--- src/rtl/uart_tx_arbiter.sv ---
// uart_tx_arbiter: round-robin sharing of one uartTX among N_REQ valid/ready byte producers.
// Optional multi-byte packet lock is built in when the macro UART_ARB_LOCK_EN is defined.
module uart_tx_arbiter #(
  parameter int N_REQ     = 4,
  parameter int CLK_RATE  = 100000000,
  parameter int BAUD_RATE = 9600,
  parameter int TO_CYCLES = 2*10*CLK_RATE/BAUD_RATE
) (
  input  logic               clk_i,
  input  logic               rst_ni,
  input  logic [N_REQ-1:0]   req_valid_i,
  input  logic [8*N_REQ-1:0] req_data_i,
`ifdef UART_ARB_LOCK_EN
  input  logic [N_REQ-1:0]   req_lock_i,
`endif
  output logic [N_REQ-1:0]   req_ready_o,
  output logic [N_REQ-1:0]   grant_o,
  input  logic               tx_rdy_i,
  input  logic               tx_done_i,
  output logic               tx_en_o,
  output logic [7:0]         tx_data_o,
  output logic               busy_o,
  output logic               err_o
);

  // state     | meaning
  // ST_IDLE   | no owner; arbitrate when any request is valid and uartTX is ready
  // ST_LAUNCH | byte latched, tx_en_o high for this single cycle, watchdog cleared
  // ST_WAIT   | frame in flight; leave on tx_done_i or on watchdog expiry
  typedef enum logic [1:0] {ST_IDLE, ST_LAUNCH, ST_WAIT} state_t;

  localparam int PW = (N_REQ > 1) ? $clog2(N_REQ) : 1;
  localparam int WW = $clog2(TO_CYCLES + 1);
  localparam logic [WW-1:0] WD_LAST = WW'(TO_CYCLES - 1);
  localparam logic [WW-1:0] WD_MAX  = {WW{1'b1}};

  state_t             state;
  logic [PW-1:0]      ptr;
  logic [PW-1:0]      ptr_next;
  logic [PW-1:0]      win_idx;
  logic [PW-1:0]      cand;
  logic               win_found;
  logic               accept;
  logic [N_REQ-1:0]   eligible;
  logic [N_REQ-1:0]   win_oh;
  logic [WW-1:0]      wd;

`ifdef UART_ARB_LOCK_EN
  logic               lock_q;
  logic [N_REQ-1:0]   lock_mask;

  // While a packet is locked only its owner may win, even if it is momentarily idle.
  assign eligible = lock_q ? (req_valid_i & lock_mask) : req_valid_i;
`else
  assign eligible = req_valid_i;
`endif

  always_comb begin
    win_found = 1'b0;
    win_idx   = '0;
    cand      = '0;
    for (int i = 0; i < N_REQ; i++) begin
      cand = PW'((int'(ptr) + i) % N_REQ);
      if (!win_found && eligible[cand]) begin
        win_found = 1'b1;
        win_idx   = cand;
      end
    end
  end

  assign win_oh      = N_REQ'(1) << win_idx;
  assign ptr_next    = (int'(win_idx) == N_REQ - 1) ? '0 : win_idx + 1'b1;
  assign accept      = (state == ST_IDLE) && tx_rdy_i && win_found;
  assign req_ready_o = accept ? win_oh : '0;

  always_ff @(posedge clk_i or negedge rst_ni) begin
    if (!rst_ni) begin
      state     <= ST_IDLE;
      ptr       <= '0;
      wd        <= '0;
      grant_o   <= '0;
      tx_en_o   <= 1'b0;
      tx_data_o <= '0;
      busy_o    <= 1'b0;
      err_o     <= 1'b0;
`ifdef UART_ARB_LOCK_EN
      lock_q    <= 1'b0;
      lock_mask <= '0;
`endif
    end else begin
      tx_en_o <= 1'b0;
      err_o   <= 1'b0;
      unique case (state)
        ST_IDLE: begin
          if (accept) begin
            tx_data_o <= req_data_i[{win_idx, 3'b000} +: 8];
            grant_o   <= win_oh;
            tx_en_o   <= 1'b1;
            busy_o    <= 1'b1;
            state     <= ST_LAUNCH;
`ifdef UART_ARB_LOCK_EN
            lock_q    <= req_lock_i[win_idx];
            lock_mask <= win_oh;
            if (!req_lock_i[win_idx]) ptr <= ptr_next;
`else
            ptr       <= ptr_next;
`endif
          end
        end
        ST_LAUNCH: begin
          wd    <= '0;
          state <= ST_WAIT;
        end
        ST_WAIT: begin
          // done is tested first so a coincident timeout never raises err_o
          if (tx_done_i) begin
            grant_o <= '0;
            busy_o  <= 1'b0;
            state   <= ST_IDLE;
          end else if (wd == WD_LAST) begin
            err_o   <= 1'b1;
            grant_o <= '0;
            busy_o  <= 1'b0;
            state   <= ST_IDLE;
`ifdef UART_ARB_LOCK_EN
            lock_q  <= 1'b0;
`endif
          end else if (wd != WD_MAX) begin
            wd <= wd + 1'b1;
          end
        end
        default: begin
          grant_o <= '0;
          busy_o  <= 1'b0;
          state   <= ST_IDLE;
        end
      endcase
    end
  end

endmodule

--- config.mk ---
export PLATFORM = sky130hd
export DESIGN_NAME = uart_tx_arbiter
export DESIGN_NICKNAME = d
export VERILOG_FILES = /design/src/rtl/uart_tx_arbiter.sv
export SDC_FILE = /design/constraint.sdc
export NUM_CORES = 1
export LEC_CHECK = 0
export CORE_ASPECT_RATIO = 1.2
export CORE_MARGIN = 8
export CORE_UTILIZATION = 25
export DETAILED_ROUTE_END_ITERATION = 10
export PLACE_DENSITY = 0.51
export SYNTH_ARGS = -nofsm -noshare
export SYNTH_HDL_FRONTEND = slang
export SYNTH_SLANG_ARGS = --single-unit
--- constraint.sdc ---
create_clock -name clk_i -period 2.5 [get_ports clk_i]
set_clock_uncertainty 0.15 [all_clocks]
set_input_delay 0.375 -clock clk_i [delete_from_list [all_inputs] [get_ports clk_i]]
set_output_delay 0.375 -clock clk_i [all_outputs]
set_load 0.02 [all_outputs]
== Word level (Yosys, flattened, before mapping) ==
Cells that the tools add are included.
Word-level totals
  flip-flop bits (word level): 37
  bits of input ports: 40
  output and inout bits: 19
  word-level logic and storage cells: 83
Cells by class
  add/subtract/negate cells: 5
  order comparisons: 4
  eq/ne operators: 10
  shift-type cells: 2
  multiplexer cells: 39
  bitwise logic cells: 1
  reduce and logical (&&, ||, !) cells: 14
Operator list (count)
  18-bit two-way mux: 3
  18-bit case mux with 2 select lines: 1
  32-bit by 6-bit variable part select with 8-bit output: 1
  18-bit by 1-bit adder with 18-bit output, second input constant: 1
  18-bit == test, second input constant: 1
  18-bit != test, second input constant: 1
  1-bit two-way mux: 16
  2-bit two-way mux: 8
  4-bit two-way mux: 4
  2-bit by 3-bit < comparator with 1-bit output, second input constant: 4
  4-bit case mux with 3 select lines: 1
  1-bit binary-select mux with 2-bit select: 4
  2-bit != test, second input constant: 4
  2-bit case mux with 3 select lines: 1
  1-bit logical AND: 5
  2-bit by 1-bit adder with 2-bit output, second input constant: 2
  2-bit adder, second input constant: 2
  2-bit by 1-bit == test with 1-bit output, second input constant: 2
  2-bit AND reduction: 2
  4-bit AND reduction: 1
  1-bit by 2-bit << shifter with 4-bit output, first input constant: 1
  1-bit logical NOT: 3
  3-bit != test, second input constant: 1
  1-bit case mux with 3 select lines: 1
  5 further kinds: 5

== Logic depth before layout (Yosys ltp) ==
Gate-level depths: netlist of the first run.
  depth after elaboration: 15
  gate-level depth with buffers: 8
  depth with buffers taken out: 7

== Worst setup path after synthesis of the first run ==
Ideal clock, no wire load.
  path type: register to output
  from: register ptr[1]
  to: output req_ready_o[1]
  arrival time: 1675 ps
  required time: 1975 ps
  setup slack: 300 ps
  stages on the path, launching flop included: 8
  path through: dfrtp_1 -> mux2_2 -> o221ai_2 -> buf_6 -> buf_6 -> inv_1 -> ha_1 -> and2_1
Between the ends
  longest elaborated chain between the ends: 14
RTL lines
  start: declaration: RTL line 38  | logic [PW-1:0] ptr;
  start signal: assignment: RTL line 106  | ptr <= ptr_next;
  branches (longest 13 deep; another with 2-bit by 1-bit adder with 2-bit output)
  4-bit two-way mux *: RTL line 74  | assign req_ready_o = accept ? win_oh : '0;
  end: declaration: RTL line 16  | output logic [N_REQ-1:0] req_ready_o,
Every way passes the cells marked *. The select of a mux whose other input is x is not followed.

== Worst setup path in the final report of the first run ==
Same ends and word-level chain as after synthesis.

==> results of run 1 <==
## cells by family after synthesis
group	count (synthesis)	synth area share, %
AOI/OAI and AO/OA	45	14.81
buffers and inverters	20	5.324
xor gates and xnor gates	3	1.165
DFF	37	41.04
muxes	23	10.26
adders and majority gates	6	3.328
and+or+nand+nor	93	24.07
## power groups by stage
stage / Sequential, mW / Clock, mW / Combinational [mW]
after floorplan: 0.964 / 0 / 0.590
after global placement: 0.843 / 0 / 1.27
after detailed placement: 0.846 / 0 / 1.27
after CTS: 0.839 / 0.570 / 1.31
after global routing: 0.864 / 0.596 / 1.44
final: 0.843 / 0.559 / 1.32
## state kept, by name, summed over array words and instances (netlist names)
signal	count
ptr	2
grant_o	4
wd	18
err_o	1
tx_en_o	1
state	2
busy_o	1
tx_data_o	8
## per-layer routing
layer,up-vias,track usage [%]
met5,-,0
met4,0,3.036
met3,6,5.098
met2,56,18.14
met1,965,11.64
li1,1003,-
## worst max path at each step
stage | start | end | slack (ns) | depth (start not counted)
after floorplan | ptr[1] | req_ready_o[1] | 0.30 | 7
after global placement | req_valid_i[1] | req_ready_o[3] | -0.52 | 7
after detailed placement | req_valid_i[1] | req_ready_o[3] | -0.59 | 7
after CTS | ptr[1] | req_ready_o[3] | 0.003 | 6
after global routing | ptr[1] | req_ready_o[0] | 0.0007 | 7
final | ptr[1] | req_ready_o[1] | 0.08 | 7
## cell type report
| cell class | count | area (um2) |
|---|---|---|
| Fill cell | 895 | 5659 |
| Multi-Input combinational cell | 170 | 1235 |
| Sequential cell | 37 | 925.9 |
| Timing Repair Buffer | 83 | 762.0 |
| Tap cell | 120 | 150.1 |
| Clock buffer | 6 | 82.58 |
| Inverter | 10 | 38.79 |
| Clock inverter | 2 | 37.54 |
## worst max-delay path, stage by stage (launching register included)
cell and delay, ns:
dfrtp_1 0.44, buf_6 0.14, or3b_4 0.37, o221ai_4 0.11, inv_2 0.07, ha_1 0.20, and2_4 0.14, buf_6 0.12
## placed cells by master, fill, tap and decap left out, drive strengths merged, types with 7 or more instances in the layout
cell type	Yosys	layout
dfrtp	37	37
nor3	21	21
nand2	21	21
nor2	7	7
clkdlybuf4s50	0	51
buf	8	30
a211o	8	8
nand4	7	7
mux2i	22	22
nand3	12	12
inv	9	9
a21o	7	7
## what timing repair did
| action | CTS | global route |
|---|---|---|
| hold buffers | 0 | 0 |
| pin swaps | 1 | 1 |
| buffers inserted | 2 | 1 |
| endpoints found under the setup margin | 4 | 4 |
| resized for setup | 21 | 13 |
## per-stage QoR
| step | power (mW) | util (%) | hold slack, ns |
|---|---|---|---|
| finish | 2.718 | 36.35 | 0.03331 |
| detailed placement | 2.118 | 34.46 | 0.3180 |
| global placement | 2.117 | 34.46 | 0.3108 |
| global route | 2.896 | 36.35 | 0.09780 |
| floorplan | 1.554 | - | -0.07059 |
| CTS | 2.718 | 35.97 | 0.07944 |
==> summary.txt, run 1 <==
Worst setup path
  – Reg2reg setup slack: 0.17 ns
  – RR Endpoint: tx_data_o[0]
  – Worst reg2reg path depth: 9
  – Worst r2r src: ptr[1]
  – CP startpoint kind: flip-flop
  – Critical Path RT: 1.98 ns
  – Crit path kind: flip-flop to output pin
  – CP Capture Type: output pin
  – Peak fanout along the critical path: 5
  – Crit path DAT: 1.89 ns

Power
  – Sequential share of power: 31.0%
  – Pleak: 1.492 nW
  – Internal power: 1.724 mW
  – Switching Share: 36.58%
  – Combinational power share: 48.4%
  – Clock share of power: 20.6%
  – Peak supply drop: 0.5283 mV
  – Power Density: 841.0 nW/um2
  – Sw power: 0.9943 mW

CTS
  – Clock buffer count from CTS: 5
  – CTS tree: built
  – Clk pin slew, worst setup/hold paths: 0.08 ns
  – Clock sinks: 37
  – Worst skew pair latency: 0.29 ns
  – H-tree depth: 2
  – Clock Tree Root: clkbuf_8
  – Clock Tree Buf Depth: 2

Routing
  – Initial DRC count: 35
  – Detailed-route via count: 2030
  – Pre-Repair DR Iteration Count: 4
  – WL final: 6119 um
  – Met1 Wirelength: 2473 um
  – DRC violations left: 0
  – Per-cell routed wire length: 14.30 um
  – Routed Antenna Nets: 0
  – DR top layer: met4
  – WL met3: 534 um
  – Vias/cell: 4.743
  – WL met2: 3044 um

Synthesis
  – #FFs+latches synth: 37
  – Syn Area/Cell: 9.938 um2
  – Synth unique cells: 51
  – Post-synth ARST share: 100.0%
  – Most frequent cells after synthesis: 37 x dfrtp_1, 22 x mux2i_1, 20 x nand2_1
  – Top-area cell type share of the netlist area: 41.04%
  – Post-Syn Area: 2256 um2
  – Dominant cells by area after synthesis: dfrtp_1 41%, mux2i_1 9.8%, nor3_1 4.2%, ha_1 3.3%, nand2_1 3.3%
  – Mapped Cells: 227
  – Syn_nets: 273
  – Biggest area consumer among synthesized cells: dfrtp_1
  – Post-synth EDFFs: 0
  – Yosys warning total: 0
  – Post-synth top flop: dfrtp_1
  – Most frequent cell after synthesis: dfrtp_1
  – Post-synthesis sequential area ratio: 41.04%

Die
  – Core ar.: 8891 um2
  – Starting Density: 25.37%
  – Die Ht: 120.1 um
  – Total die area: 12330 um2
  – Die width: 102.7 um
  – IO Count: 59
  – Row cnt: 38

Finish
  – Share of cells above drive strength 1: 18.83%
  – Post-Layout Cell Count: 428
  – Area delta synth->final: 43.26%
  – Post-Layout Inst Area: 3232 um2
  – Final nets: 353
  – Antenna cells: 0

Global routing
  – Global Route Usage Sum: 10.76%
  – Vias in the first global route: 2184
  – Pin count of the biggest net entering global routing: 38
  – Antenna violations before repair: 0
  – Global route overflow: 0
  – Global-route wire length before repair: 10550 um

Min path
  – Worst hold path type: input port to asynchronous set/reset pin

STA
  – Final setup viols: 0
  – Unrepaired setup endpoints after global routing: no
  – Relative slew slack: 43.12%
  – Minimum clock period after layout: 2.420 ns
  – Count of final max-slew check failures: 0
  – F_max: 0.4133 GHz
  – Fin Setup TNS: 0 ns
  – Measured slew at the worst slew-check pin: 0.8533 ns
  – Fin crit share: 96.79%
  – Worst setup margin: 0.08030 ns
  – Hold Violations, Final: 0

Place
  – Routability cong.: 0.8004
  – # placed instances: 417
  – Number of buffers added on ports: 58
  – Dpl ws: -0.5869 ns
  – Dpl cell area: 3064 um2
  – Final HPWL from detailed placement: 4830 um

Status
  – Outcome: finished, final reports clean

Run
  – MaxCap Viol Count: 0
Note: power is estimated with default switching activity, not from simulation.
==> run 2, diff against run 1 <==
- PLACE_DENSITY: 0.51 -> unset
- SKIP_LAST_GASP: unset -> 1
==> run 2 against run 1 <==
Via count fell by 0.20%. Die area stayed put. Critical path depth unchanged. Cell count is 0.47% lower. First-iteration DRC count grew 110%. Core utilization down 0.38 points. Critical path type unchanged. Critical endpoint is now req_ready_o[3]. Largest power group unchanged.
==> summary.txt, run 2 (synthesis gave the netlist of run 1 again) <==
Status
  – Outcome: finished, final reports clean

Worst setup path
  – Worst reg2reg path depth: 7
  – Peak fanout along the critical path: 5
  – Worst Setup SP: ptr[1]
  – RR Endpoint: grant_o[3]
  – CP endpoint: req_ready_o[3]
  – Max stage delay on crit path: 0.42 ns
  – CP Capture Type: output pin
  – CP startpoint kind: flip-flop
  – Worst r2r src: wd[1]
  – Crit path DAT: 1.90 ns
  – Critical Path RT: 1.98 ns
  – Slowest CP cell: dfrtp_1
  – CP Cell Sequence: buf_4 > or3b_4 > o221ai_4 > inv_2 > ha_1 > and2_1 > buf_6
  – Reg2reg setup slack: 0.31 ns
  – Crit path kind: flip-flop to output pin

Routing
  – DRC violations left: 0
  – Vias/cell: 4.756
  – Routed Antenna Nets: 0
  – Detailed-route via count: 2026
  – Per-cell routed wire length: 14.40 um
  – Pre-Repair DR Iteration Count: 4
  – WL final: 6135 um
  – Initial DRC count: 72

Finish
  – Final nets: 351
  – Reg with most FFs: wd
  – Max reg flops: 18
  – Post-layout util: 35.97%
  – Registers with the most flip-flops: wd x18, tx_data_o x8, grant_o x4
  – Most frequent cells in the layout: 51 x clkdlybuf4s50_1, 37 x dfrtp_1, 23 x buf_4
  – Post-Layout Inst Area: 3198 um2
  – Fill cells: 919
  – Share of cells above drive strength 1: 17.97%
  – Post-Layout Cell Count: 426
  – Area delta synth->final: 41.76%
  – Commonest non-fill, non-tap cell in the layout: clkdlybuf4s50_1
  – Antenna cells: 0

Die
  – Total die area: 12330 um2
  – Core ar.: 8891 um2
  – Row cnt: 38
  – Die Ht: 120.1 um
  – Starting Density: 25.37%
  – IO Count: 59
  – Die width: 102.7 um

CTS
  – Clk pin slew, worst setup/hold paths: 0.08 ns
  – Clock Tree Root: clkbuf_8
  – H-tree depth: 2
  – Clock buffer count from CTS: 5
  – Clock sinks: 37
  – Worst skew pair latency: 0.29 ns
  – Hold_buf cts: 0
  – Clock Tree Buf Depth: 2
  – CTS tree: built

Global routing
  – Global Route Usage Sum: 10.68%
  – Pin count of the biggest net entering global routing: 38
  – Global route overflow: 0
  – Global-route wire length before repair: 10500 um
  – Antenna violations before repair: 0
  – Vias in the first global route: 2163

STA
  – Fin Setup TNS: 0 ns
  – F_max: 0.4123 GHz
  – Measured slew at the worst slew-check pin: 0.8357 ns
  – Count of final max-slew check failures: 0
  – Unrepaired setup endpoints after global routing: yes
  – Relative slew slack: 44.29%
  – Final setup viols: 0
  – Hold Violations, Final: 0
  – Fin crit share: 97.01%
  – Minimum clock period after layout: 2.425 ns

Power
  – Power Density: 844.1 nW/um2
  – Pleak: 1.472 nW
  – Peak supply drop: 0.4545 mV

Place
  – Routability cong.: 0.8086
  – Dpl cell area: 3027 um2
  – Final HPWL from detailed placement: 4750 um
  – Number of buffers added on ports: 58
  – # placed instances: 412

Run
  – MaxCap Viol Count: 0

Min path
  – Worst hold path type: input port to asynchronous set/reset pin
## run 2: cell count changes in the layout (fill, tap and decap cells not counted), sizes merged
cell | previous run | this run
buf | 30 | 27
clkbuf | 6 | 8
clkinvlp | 1 | 0
## run 2: worst min-delay path by stage
stage	to	startpoint	slack, ns	cells past startpoint
floorplan	busy_o	rst_ni	-0.07	0
global placement	grant_o[1]	grant_o[1]	0.31	1
detailed placement	busy_o	busy_o	0.32	1
CTS	tx_data_o[6]	rst_ni	0.08	1
global route	tx_data_o[6]	rst_ni	0.10	1
finish	tx_data_o[6]	rst_ni	0.03	1
## run 2: critical path, delay by kind of cell, from the launching register on
kind	cells	cell delay (ns)
adders and majority gates	1	0.19
and+or+nand+nor	2	0.53
DFF	1	0.42
buffers and inverters	3	0.35
AOI/OAI and AO/OA	1	0.11
## run 2: what timing repair did
action / 4_1_cts / 5_1_grt
pin swaps: 1 / 2
resized for setup: 22 / 9
setup buffers: 3 / 3
setup endpoints to repair: 4 / 8
## run 2: layout make-up
class / instances / area, um2 / share of cell area, %
clock buffer: 7 / 86.33 / 2.700
clock inverter: 1 / 30.03 / 0.9390
inverter: 10 / 38.79 / 1.213
multi-input combinational: 170 / 1226 / 38.34
sequential: 37 / 925.9 / 28.95
tap: 120 / 150.1 / 4.695
timing repair buffer: 81 / 740.7 / 23.16
## run 2: layer usage
metal | share of wire [%] | wire (um) | vias to the layer above | GRT usage [%]
met5 | 0 | 0 | - | 0
met4 | 1.3 | 78 | 0 | 3.312
met3 | 9.5 | 583 | 7 | 5.041
met2 | 48 | 2973 | 60 | 18.02
met1 | 41 | 2499 | 963 | 11.44
li1 | - | - | 996 | -
## run 2: power breakdown
part	leakage (nW)	switching (mW)	internal [mW]
combinational	0.923	0.658	0.651
clock	0.0585	0.218	0.325
sequential	0.491	0.105	0.743
total	1.47	0.981	1.72
## run 2: metrics by stage
| step | hold WS [ns] | setup slack (ns) | total power [mW] |
|---|---|---|---|
| 5_1_grt | 0.1024 | -0.01479 | 2.875 |
| 3_3_place_gp | 0.3128 | -0.4534 | 2.082 |
| 3_5_place_dp | 0.3190 | -0.5034 | 2.097 |
| 6_report | 0.03014 | 0.07479 | 2.700 |
| 2_1_floorplan | -0.07059 | 0.3003 | 1.554 |
| 4_1_cts | 0.07616 | 0.002740 | 2.695 |
==> run 3, diff against run 2 <==
- GPL_TIMING_DRIVEN: unset -> 0
==> run 3 against run 2 <==
Flip-flop and latch count stayed put. Sequential power hardly changed. Via count is 1.7% higher. First-iteration DRC count is 15% lower. Worst hold slack hardly changed. Routed wire length is 2.9% higher. Worst setup slack worse by 0.016 ns. Non-clock buffer count is 3 lower. Fmax is 0.65% lower. Clock power is 3% higher. Highest routed layer unchanged.
==> summary.txt, run 3 (synthesis gave the netlist of run 1 again) <==
Place
  – Dpl ws: -0.9069 ns
  – Dpl cell area: 2982 um2
  – Final HPWL from detailed placement: 4719 um
  – Routability cong.: 0.8335
  – Number of buffers added on ports: 58

Finish
  – Max reg flops: 18
  – Post-layout util: 36.15%
  – Post-Layout Inst Area: 3214 um2
  – Antenna cells: 0
  – Share of cells above drive strength 1: 17.16%
  – Multi-input gate area: 1237 um2
  – Area delta synth->final: 42.48%
  – Reg area: 927.1 um2
  – Final nets: 348
  – Most frequent cells in the layout: 50 x clkdlybuf4s50_1, 36 x dfrtp_1, 22 x mux2i_1
  – Fill cells: 930
  – Reg with most FFs: wd
  – Registers with the most flip-flops: wd x18, tx_data_o x8, grant_o x4
  – Commonest non-fill, non-tap cell in the layout: clkdlybuf4s50_1

STA
  – Count of final max-slew check failures: 0
  – Worst setup margin: 0.05899 ns
  – F_max: 0.4097 GHz
  – Measured slew at the worst slew-check pin: 0.8424 ns
  – Fin Setup TNS: 0 ns
  – Minimum clock period after layout: 2.441 ns
  – Unrepaired setup endpoints after global routing: yes
  – Relative slew slack: 43.84%
  – Fin crit share: 97.64%
  – Final setup viols: 0
  – Hold Violations, Final: 0

Global routing
  – Global-route wire length before repair: 10690 um
  – Antenna violations before repair: 0
  – Global Route Usage Sum: 10.95%
  – Global route overflow: 0
  – Vias in the first global route: 2230
  – Pin count of the biggest net entering global routing: 38

Run
  – MaxCap Viol Count: 0

Worst setup path
  – Max stage delay on crit path: 0.44 ns
  – CP most frequent cell: buf_6
  – Critical Path RT: 1.98 ns
  – Worst Setup SP: ptr[1]
  – CP startpoint kind: flip-flop
  – CP Capture Type: output pin
  – Peak fanout along the critical path: 5
  – Slowest CP cell: dfrtp_2
  – Crit path DAT: 1.92 ns
  – CP Cell Sequence: mux2_4 > o221ai_2 > buf_6 > inv_1 > ha_1 > and2_1 > buf_6
  – Crit path kind: flip-flop to output pin
  – Worst r2r src: ptr[1]

Die
  – IO Count: 59
  – Total die area: 12330 um2
  – Core ar.: 8891 um2
  – Die width: 102.7 um
  – Row cnt: 38
  – Starting Density: 25.37%
  – Die Ht: 120.1 um

CTS
  – Clock Tree Root: clkbuf_8
  – Clock sinks: 37
  – Clock buffer count from CTS: 5
  – H-tree depth: 2
  – Clk pin slew, worst setup/hold paths: 0.08 ns
  – Worst skew pair latency: 0.30 ns
  – CTS tree: built
  – Clock Tree Buf Depth: 2

Status
  – Outcome: finished, final reports clean

Power
  – Pwr Total: 2.708 mW
  – Power Density: 842.5 nW/um2
  – Peak supply drop: 0.4260 mV
  – Pleak: 1.472 nW

Routing
  – WL met3: 698 um
  – DRC violations left: 0
  – Per-cell routed wire length: 14.92 um
  – Routed Antenna Nets: 0
  – Initial DRC count: 61
  – Met1 Wirelength: 2414 um
  – WL met2: 3125 um
  – Vias/cell: 4.870
  – WL final: 6311 um
  – Detailed-route via count: 2060
  – Pre-Repair DR Iteration Count: 4
  – DR top layer: met4

Min path
  – Worst hold path type: input port to asynchronous set/reset pin
-- run 3: cell types whose count changed in the layout (fill, tap and decap cells not counted), moves of 2 or more --
cell and change:
inv_2 -2, buf_4 -12, buf_2 +2, inv_1 +2, buf_6 +5
-- run 3: path summary, 6_finish.rpt --
kind	to	slack (ns)	cells past startpoint
max in group asynchronous	ptr[1]	1.59	1
hold / removal	tx_data_o[3]	0.03	1
setup / recovery	req_ready_o[1]	0.06	7
setup reg to reg	tx_data_o[1]	0.07	9
min in group clk_i	grant_o[3]	0.34	1
hold reg to reg	grant_o[3]	0.34	1
-- run 3: what timing repair did --
| action | in CTS | in global routing |
|---|---|---|
| pin swaps | 1 | 1 |
| gates resized for setup | 24 | 17 |
| buffers inserted | 8 | 3 |
| setup endpoints to repair | 4 | 4 |
| hold buffers | 0 | 0 |
-- run 3: metal layers --
metal  up-vias  global-route usage, %
met5         -                      0
met4         0                  2.484
met3         8                  5.910
met2        71                  18.35
met1       993                  11.74
li1        988                      -
-- run 3: critical path: cells and delay by family (launching register included) --
family / cells / cell delay [ns]
AO/OA/AOI/OAI: 1 / 0.21
adder cells (fa/ha/maj): 1 / 0.17
buffers and inverters: 3 / 0.33
flip-flops: 1 / 0.44
multiplexers: 1 / 0.31
AND/OR/NAND/NOR: 1 / 0.15
-- run 3: power breakdown --
| group | switching [mW] | internal, mW |
|---|---|---|
| Clock | 0.233 | 0.325 |
| Combinational | 0.667 | 0.632 |
| Sequential | 0.107 | 0.744 |
-- run 3: through the flow --
step / std cells / hold WS [ns]
after floorplan: 227 / -0.07059
after global placement: 405 / 0.3078
after detailed placement: 405 / 0.3187
after CTS: 420 / 0.06485
after global routing: 423 / 0.08462
final: 423 / 0.02978
-- run 3: area by class of cell --
cell class	count	area share [%]
inverters	10	1.401
multi-input cells	170	38.50
well taps	120	4.671
flip-flops and latches	37	28.84
repair buffers	69	20.44
clock buffers	6	2.569
clock inverters	2	1.168
plain buffers	9	2.413
